$ cat src/rtl/struct_helpers.sv
// rtl/struct_helpers.sv - shared fetch/decode types and default sizes
//
// Purpose: shared package; carries the instruction-buffer entry type and the
//          default lane/depth configuration.
// Contents: ibuf_entry_t {pc, instr}, IBUF_WIDTH_DEF, IBUF_DEPTH_DEF.
package struct_helpers;

  localparam int IBUF_WIDTH_DEF = 2;
  localparam int IBUF_DEPTH_DEF = 8;

  typedef struct packed {
    logic [31:0] pc;
    logic [31:0] instr;
  } ibuf_entry_t;

endpackage

$ cat src/rtl/inst_buffer_n_ram.sv
// rtl/inst_buffer_n_ram.sv - multi-port storage array for the instruction buffer
//
// Purpose: DEPTH x ibuf_entry_t array, WIDTH synchronous write ports and
//          WIDTH combinational read ports. Addresses wrap modulo DEPTH.
// Ports:
//   clk    in   write clock
//   we     in   per-port write enable
//   waddr  in   per-port write address
//   wdata  in   per-port write data
//   raddr  in   per-port read address
//   rdata  out  per-port read data (combinational)
module ibuf_ram
  import struct_helpers::*;
#(
  parameter int WIDTH = IBUF_WIDTH_DEF,
  parameter int DEPTH = IBUF_DEPTH_DEF,
  localparam int AW = $clog2(DEPTH)
) (
  input  logic                          clk,
  input  logic        [WIDTH-1:0]         we,
  input  logic        [WIDTH-1:0][AW-1:0] waddr,
  input  ibuf_entry_t [WIDTH-1:0]         wdata,
  input  logic        [WIDTH-1:0][AW-1:0] raddr,
  output ibuf_entry_t [WIDTH-1:0]         rdata
);

  ibuf_entry_t mem [DEPTH];

  // Enabled ports always target distinct slots, so write order is irrelevant.
  always_ff @(posedge clk) begin
    for (int i = 0; i < WIDTH; i++) begin
      if (we[i]) mem[waddr[i]] <= wdata[i];
    end
  end

  always_comb begin
    for (int i = 0; i < WIDTH; i++) rdata[i] = mem[raddr[i]];
  end

endmodule

$ cat src/rtl/inst_buffer_n.sv
// rtl/inst_buffer_n.sv - N-lane in-order instruction buffer between fetch and decode
//
// Purpose: WIDTH-lane circular queue of DEPTH entries. Accepts up to WIDTH
//          compacted {pc, instr} packets per cycle and presents the oldest
//          WIDTH packets (lane 0 oldest) with partial consumption and flush.
// Optional: IBUF_BYPASS_EN - when empty and not flushing, incoming packets
//          appear on out_* in the same cycle; consumed lanes are not stored.
// Ports:
//   clk, rst_n   clock, asynchronous active-low reset
//   in_valid     per-lane fetch valid        in_pkt    per-lane packet
//   in_ready     room for a full WIDTH group flush     discard all contents
//   out_valid    per-lane output valid       out_pkt   oldest packets
//   out_take     lanes consumed this cycle   count     occupancy
//   empty        count == 0
module inst_buffer_n
  import struct_helpers::*;
#(
  parameter int WIDTH = IBUF_WIDTH_DEF,
  parameter int DEPTH = IBUF_DEPTH_DEF,
  parameter int XLEN  = 32,
  localparam int CW = $clog2(WIDTH + 1),
  localparam int NW = $clog2(DEPTH + 1)
) (
  input  logic                          clk,
  input  logic                          rst_n,
  input  logic        [WIDTH-1:0]       in_valid,
  input  ibuf_entry_t [WIDTH-1:0]       in_pkt,
  output logic                          in_ready,
  input  logic                          flush,
  output logic        [WIDTH-1:0]       out_valid,
  output ibuf_entry_t [WIDTH-1:0]       out_pkt,
  input  logic        [CW-1:0]          out_take,
  output logic        [NW-1:0]          count,
  output logic                          empty
);

  localparam int AW = $clog2(DEPTH);

  if (XLEN != 32) begin : g_bad_xlen
    $error("inst_buffer_n: entry type is fixed at 32-bit pc/instr");
  end
  if ((DEPTH & (DEPTH - 1)) != 0 || DEPTH < 2 * WIDTH) begin : g_bad_depth
    $error("inst_buffer_n: DEPTH must be a power of two and >= 2*WIDTH");
  end

  logic [AW-1:0] rd_ptr, wr_ptr;
  logic [NW-1:0] cnt;

  logic        [WIDTH-1:0][CW-1:0] pos;
  ibuf_entry_t [WIDTH-1:0]         cpkt;
  logic        [CW-1:0]            n_in, n_acc, skip, n_wr;
  logic        [NW-1:0]            n_out;
  logic                            accept;

  logic        [WIDTH-1:0]         we;
  logic        [WIDTH-1:0][AW-1:0] waddr, raddr;
  ibuf_entry_t [WIDTH-1:0]         rdata;

  assign count    = cnt;
  assign empty    = (cnt == '0);
  assign in_ready = (NW'(DEPTH) - cnt) >= NW'(WIDTH);
  assign accept   = in_ready & ~flush;

  // pos[i] is the number of valid lanes below i, i.e. the compacted slot
  // that lane i lands in.
  always_comb begin
    n_in = '0;
    pos  = '0;
    for (int i = 0; i < WIDTH; i++) begin
      pos[i] = n_in;
      if (in_valid[i]) n_in = n_in + CW'(1);
    end
    cpkt = '0;
    for (int j = 0; j < WIDTH; j++) begin
      for (int i = 0; i < WIDTH; i++) begin
        if (in_valid[i] && pos[i] == CW'(j)) cpkt[j] = in_pkt[i];
      end
    end
  end

  assign n_acc = accept ? n_in : '0;

  // Over-asking decode is clamped to what is actually present.
  always_comb begin
    n_out = NW'(out_take);
    if (n_out > cnt) n_out = cnt;
    if (n_out > NW'(WIDTH)) n_out = NW'(WIDTH);
    if (flush) n_out = '0;
  end

`ifdef IBUF_BYPASS_EN
  // Empty buffer: decode may consume fresh packets directly; those lanes
  // are skipped on the write side.
  always_comb begin
    skip = '0;
    if (cnt == '0 && !flush) skip = (out_take < n_in) ? out_take : n_in;
  end
`else
  assign skip = '0;
`endif

  assign n_wr = n_acc - skip;

  always_comb begin
    for (int j = 0; j < WIDTH; j++) begin
      we[j]    = accept && (CW'(j) < n_in) && (CW'(j) >= skip);
      waddr[j] = wr_ptr + AW'(j) - AW'(skip);
      raddr[j] = rd_ptr + AW'(j);
    end
  end

  ibuf_ram #(.WIDTH(WIDTH), .DEPTH(DEPTH)) u_ram (
    .clk   (clk),
    .we    (we),
    .waddr (waddr),
    .wdata (cpkt),
    .raddr (raddr),
    .rdata (rdata)
  );

  always_comb begin
    for (int i = 0; i < WIDTH; i++) begin
      out_valid[i] = cnt > NW'(i);
      out_pkt[i]   = out_valid[i] ? rdata[i] : '0;
`ifdef IBUF_BYPASS_EN
      if (cnt == '0 && !flush) begin
        out_valid[i] = CW'(i) < n_in;
        out_pkt[i]   = cpkt[i];
      end
`endif
    end
  end

  always_ff @(posedge clk or negedge rst_n) begin
    if (!rst_n) begin
      rd_ptr <= '0;
      wr_ptr <= '0;
      cnt    <= '0;
    end else if (flush) begin
      rd_ptr <= '0;
      wr_ptr <= '0;
      cnt    <= '0;
    end else begin
      rd_ptr <= rd_ptr + AW'(n_out);
      wr_ptr <= wr_ptr + AW'(n_wr);
      cnt    <= cnt + NW'(n_wr) - n_out;
    end
  end

endmodule
$ cat config.mk
export PLATFORM = sky130hd
export DESIGN_NAME = inst_buffer_n
export DESIGN_NICKNAME = d
export VERILOG_FILES = /design/src/rtl/struct_helpers.sv /design/src/rtl/inst_buffer_n_ram.sv /design/src/rtl/inst_buffer_n.sv
export SDC_FILE = /design/constraint.sdc
export NUM_CORES = 1
export LEC_CHECK = 0
export CORE_UTILIZATION = 30
export DETAILED_ROUTE_END_ITERATION = 8
export GPL_TIMING_DRIVEN = 0
export PLACE_DENSITY = 0.48
export SLEW_MARGIN = 0
export SYNTH_ARGS = -nofsm -noshare
export SYNTH_HDL_FRONTEND = slang
export SYNTH_SLANG_ARGS = --single-unit
$ cat constraint.sdc
create_clock -name clk -period 7.24 [get_ports clk]
set_input_delay 1.81 -clock clk [delete_from_list [all_inputs] [get_ports clk]]
set_output_delay 1.81 -clock clk [all_outputs]
set_load 0.05 [all_outputs]
==> impl_metrics.toml <==
[status]
status = "finished clean"

[setup_path]
required_ns = 5.43
critPathLaunchType = "register"
crit_path_end_kind = "output port"
worstSetupPathType = "register to output port"
arrival_ns = 4.86
path_max_fanout = 10

[sta]
rsz0062_at_grt = "no"
slew_headroom_pct = 7.53
worst_pin_slew_ns = 1.39
finalCritPeriodShare_pct = 92.1
maxSlewViolCount = 0
setup_viol = 0
period_minus_slack_ns = 6.67
hold_viol_final = 0
max_freq_mhz = 150
worst_clock_skew_ns = 0.0269
final.setup.tns_ns = 0

[global_routing]
gr-total-overflow = 0
antenna_found_initial = 12
grt_pass1_wl_um = 161000
grt_max_degree = 23
grt_usage_pct = 21.1
grt_pass1_vias = 21900

[clocking]
cts_tree = "done"
ctsHoldBuffers = 0
cts_buffers = 66
clkLatencyLatePin_ns = 0.63
cts_setup_buffers = 0
clock-sinks = 522
cts_resized = 0
clock_path_buffers = 3
root_buffer = "clkbuf_16"
clk_pin_slew_ns = 0.05
cts_max_level = 3

[synth]
ys_ff_latch = 522
synth_top_family_by_area = "multiplexers"
synth_cell_type_count = 42
yosysSeqAreaShare_pct = 49.3
syn-num-nets = 2175
post_synth_instance_area_um2 = 31700
avgSynthCellArea_um2 = 15.7
async_flop_share_pct = 1.92
synth_fa_ha_area_share_pct = 0.924
synth_edf_count = 512
synth-xor-area-share_pct = 0.249
synth_cells = 2019
synthSimpleGateAreaFrac_pct = 3.20
synth_compound_area_share_pct = 3.57
synth_warnings = 0
muxShareOfSynthArea_pct = 38.7
synth_top_flop_cell = "edfxtp_1"

[floorplanning]
fp.dieH_um = 327
die-area_um2 = 107000
ioPinCount = 271
core_area_um2 = 104000
initial_core_util_pct = 30.5
die_x_um = 327
row_count = 118

[detailed_routing]
routed_wl_um = 114000
drtAntennaViolNets = 0
vias_per_cell = 5.44
drt_first_pass_iters = 5
drtIter0Drc = 1669
num_vias = 20400
avgRoutedWirePerCell_um = 30.3
drc = 0

[placement]
dpl.hpwl_um = 75700
portBuffers = 208
gp_congestion = 0.781

[pwr]
irDropWorstVdd_v = 0.000235
p_per_area_nw_per_um2 = 379
p_leak_uw = 0.0129

[min_path]
hold_class = "register to register"

[finish]
nFillCells = 9857
synthToLayoutAreaGrowth_pct = 20.9
drive_gt1_share_pct = 40.8
fin_nets = 2479
regArea_um2 = 15600
multi_input_area_um2 = 14900
fin_util_pct = 36.8

[run]
drv_cap = 0
-- sequential cells by signal (all words and copies together), names as in the netlist --
register	count
count	4
wr_ptr	3
rd_ptr	3
u_ram.mem	512
-- per-stage QoR --
stage / worst slack (ns) / instances / cell area [µm²] / hold WS (ns) / power, µW
after detailed placement: 1.19 / 3635 / 36200 / 0.645 / 11400
after floorplan: 1.14 / 2019 / 31700 / 0.607 / 8650
after global placement: -4.12 / 3607 / 35500 / 0.649 / 11300
final: 0.573 / 3759 / 38300 / 0.655 / 14500
after global routing: 0.439 / 3758 / 38300 / 0.703 / 15100
after CTS: 0.532 / 3755 / 38300 / 0.661 / 14700
-- power by group --
group,total [µW],switching (µW),leakage (µW),internal (µW)
clock network,3300,1360,0.00103,1940
logic,7420,4780,0.00706,2640
registers,3820,133,0.00484,3690
total,14500,6270,0.0129,8270
-- cells in the mapped netlist, types with 5 or more instances --
cell	n	area (µm²)
mux2i_1	66	661
buf_2	29	145
nor3_1	5	25.0
xnor2_1	5	43.8
nor2b_1	8	50.1
ha_1	17	213
nand2_1	133	499
nor2_1	87	327
mux2_1	23	259
a22o_1	63	552
mux2_2	467	5260
buf_1	78	293
o211ai_4	5	106
mux4_2	256	5770
inv_1	14	52.6
clkbuf_1	63	236
a21oi_1	68	340
dfrtp_1	10	250
mux2_4	22	330
edfxtp_1	512	15400
buf_6	47	529
-- cells in the final DEF (no fill, tap or decap), types with 7 or more instances in the layout --
master	Yosys	routed
ha_1	17	17
mux2i_1	66	66
clkdlybuf4s50_1	0	208
buf_1	78	78
nand2_1	133	133
inv_1	14	14
buf_12	0	18
buf_6	47	48
a22o_1	63	63
clkbuf_1	63	75
dfrtp_1	10	10
mux2_4	22	22
edfxtp_1	512	512
nor2_4	0	7
mux2_2	467	467
mux4_2	256	256
clkbuf_16	0	68
mux2_1	23	23
a21oi_1	68	67
nor2b_1	8	8
buf_2	29	29
nor2_1	87	79
buf_16	0	8
clkinv_1	0	19
-- routing by layer --
metal	global-route usage [%]	share of wire [%]	vias up
li1	-	-	8705
met1	27.4	42	10900
met2	35.8	50	725
met3	3.80	6.1	154
met4	5.83	2.4	10
met5	0	0.053	-
-- final cells by class --
type,instances,area share [%]
diodes,4,0.0261
plain buffers,220,3.21
clock buffers,81,4.57
clock inverters,39,0.976
inverters,14,0.137
multi-input cells,1263,38.8
flip-flops and latches,522,40.8
well taps,1380,4.50
repair buffers,236,7.01
-- worst max-delay path, cell delays in order (launching register included) --
cell,delay [ns]
dfrtp_1,0.46
clkbuf_1,0.25
buf_2,0.47
clkbuf_1,0.73
buf_2,0.49
mux4_2,0.26
nand2_1,0.06
a21oi_1,0.57
clkdlybuf4s50_1,0.94
-- cell families after synthesis --
kind of cell | after synthesis
muxes | 834
DFF | 522
and+or+nand+nor | 248
buffers and inverters | 234
AOI/OAI and AO/OA | 150
adders and majority gates | 21
xor gates and xnor gates | 9
other | 1
-- final timing paths --
kind / startpoint / to / slack, ns / cells after the start
max reg2reg: count[0]$_DFF_PN0_ / u_ram.mem[0][31]$_DFFE_PP_ / 3.27 / 9
min reg2reg: wr_ptr[2]$_DFF_PN0_ / wr_ptr[2]$_DFF_PN0_ / 0.65 / 3
min in group asynchronous: rst_n / count[3]$_DFF_PN0_ / 1.54 / 1
min: wr_ptr[2]$_DFF_PN0_ / wr_ptr[2]$_DFF_PN0_ / 0.65 / 3
max in group asynchronous: rst_n / rd_ptr[2]$_DFF_PN0_ / 5.36 / 1
max: rd_ptr[0]$_DFF_PN0_ / out_pkt[66] / 0.57 / 8
No activity file was read; power rests on OpenSTA's default activity.
==> RTL edit, RTL diff (same settings) <==
Change the package constant `IBUF_DEPTH_DEF` from 8 to 4.
--- a/src/rtl/struct_helpers.sv
+++ b/src/rtl/struct_helpers.sv
@@ -8,3 +8,3 @@
   localparam int IBUF_WIDTH_DEF = 2;
-  localparam int IBUF_DEPTH_DEF = 8;
+  localparam int IBUF_DEPTH_DEF = 4;
 
Interface: changed (resized count); port bits go from 271 to 270. No check against the original RTL was run, so the function may have changed too.
==> RTL edit against the original RTL <==
Wire length fell by 52%; total power is 38% lower; maximum frequency is 14% higher; design area decreased by 46%; worst setup slack improved by 0.84 ns; area after synthesis is 50% lower; count of clock-buffer cells in the layout down 47; combinational power is 28% lower; via count is 41% lower; sequential cell count decreased by 259; die area shrank 49%.
==> RTL edit: results (changes against the original RTL) <==
Largest register FFs: 256 (-50%)
Synth unique cells: 39 (-7.1%)
FF-to-FF setup slack: 3.89 ns (+0.62 ns)
Met1 usage: 0.2690 (-0.005518)
Post-synth top cells: 315 x sky130_fd_sc_hd__nand2_1, 256 x sky130_fd_sc_hd__edfxtp_1, 130 x sky130_fd_sc_hd__o21ai_0
Layout cells sized above 1: 0.2474 (-0.1606)
WHS Endpoint: count[2]
GRT Total Usage: 0.2020 (-0.008661)
Final worst clock skew: 0.02507 ns (-0.001842 ns)
Clk_lat worst skew: 0.59 ns (-0.04 ns)
Worst setup slack after placement: 1.236 ns (+0.04556 ns)
Number of antenna violations at the first check in global routing: 0 (-12)
Compound-Gate Fraction of Synth Area: 0.1171 (+0.08139)
Post-route clock period utilization: 0.8045 (-0.1164)
Reg area: 0.007863 mm² (-50%)
Number of combinational gates with multiple inputs: 897 (-29%)
Sum of net half-perimeters after detailed placement: 38.48 mm (-49%)
Max Used Layer: met4
Met1 wire length: 23.65 mm (-50%)
Hold Worst Slack: 0.6503 ns (-0.004322 ns)
Static power due to leakage: 6.937 nW (-46%)
Final-layout clock buffer total: 34 (-58%)
Power consumption: 0.008971 W (-38%)
Total instance count after detailed placement: 2250 (-38%)
Count of clock tree sinks: 263 (-50%)
Met3 GRT Util: 0.02243 (-0.01554)
Post-synth EDFFs: 256 (-50%)
Clock H-tree levels: 1 (-2)
Worst hold start: count[2]
Fraction of standard cell area in multi-input logic: 0.3488 (-0.03927)
Clock-net power: 0.00149 W (-55%)
Wire length of the first global-routing pass: 80.47 mm (-50%)
Peak ir drop on the vdd network: 0.2514 mV (+7.1%)
Cell types with the largest area share after synthesis: sky130_fd_sc_hd__edfxtp_1 48%, sky130_fd_sc_hd__mux4_2 18%, sky130_fd_sc_hd__nand2_1 7.4%
Maximum number of pins on one net before global-route repair: 25 (+8.7%)
Data-path buffer share of cell area in the final layout: 0.1829 (+0.08061)
Result of the run: finished clean
NetSw: 0.004150 W (-34%)
CP Capture Point: out_pkt[33]
PortBufs: 269 (+29%)
RTL edit: cell types whose count changed in the layout (fill, tap and decap cells not counted), moves of 62 or more:
cell                       change
sky130_fd_sc_hd__mux2_2      -467
sky130_fd_sc_hd__and2_1       +64
sky130_fd_sc_hd__buf_1        -69
sky130_fd_sc_hd__o21ai_0     +128
sky130_fd_sc_hd__nand2_1     +182
sky130_fd_sc_hd__edfxtp_1    -256
sky130_fd_sc_hd__mux2i_1      -64
sky130_fd_sc_hd__nor2_1       -72
sky130_fd_sc_hd__a22o_1       -63
sky130_fd_sc_hd__mux4_2      -128
sky130_fd_sc_hd__a21oi_1      -62
sky130_fd_sc_hd__o21ai_2     +126
RTL edit: worst register-to-register path: cells and delay by family (launching register included):
family	cells	cell delay (ns)
DFF	1	0.47
and+or+nand+nor	2	0.40
xor gates and xnor gates	2	0.33
buffers and inverters	3	0.29
AOI/OAI and AO/OA	3	0.59
adders and majority gates	4	1.16
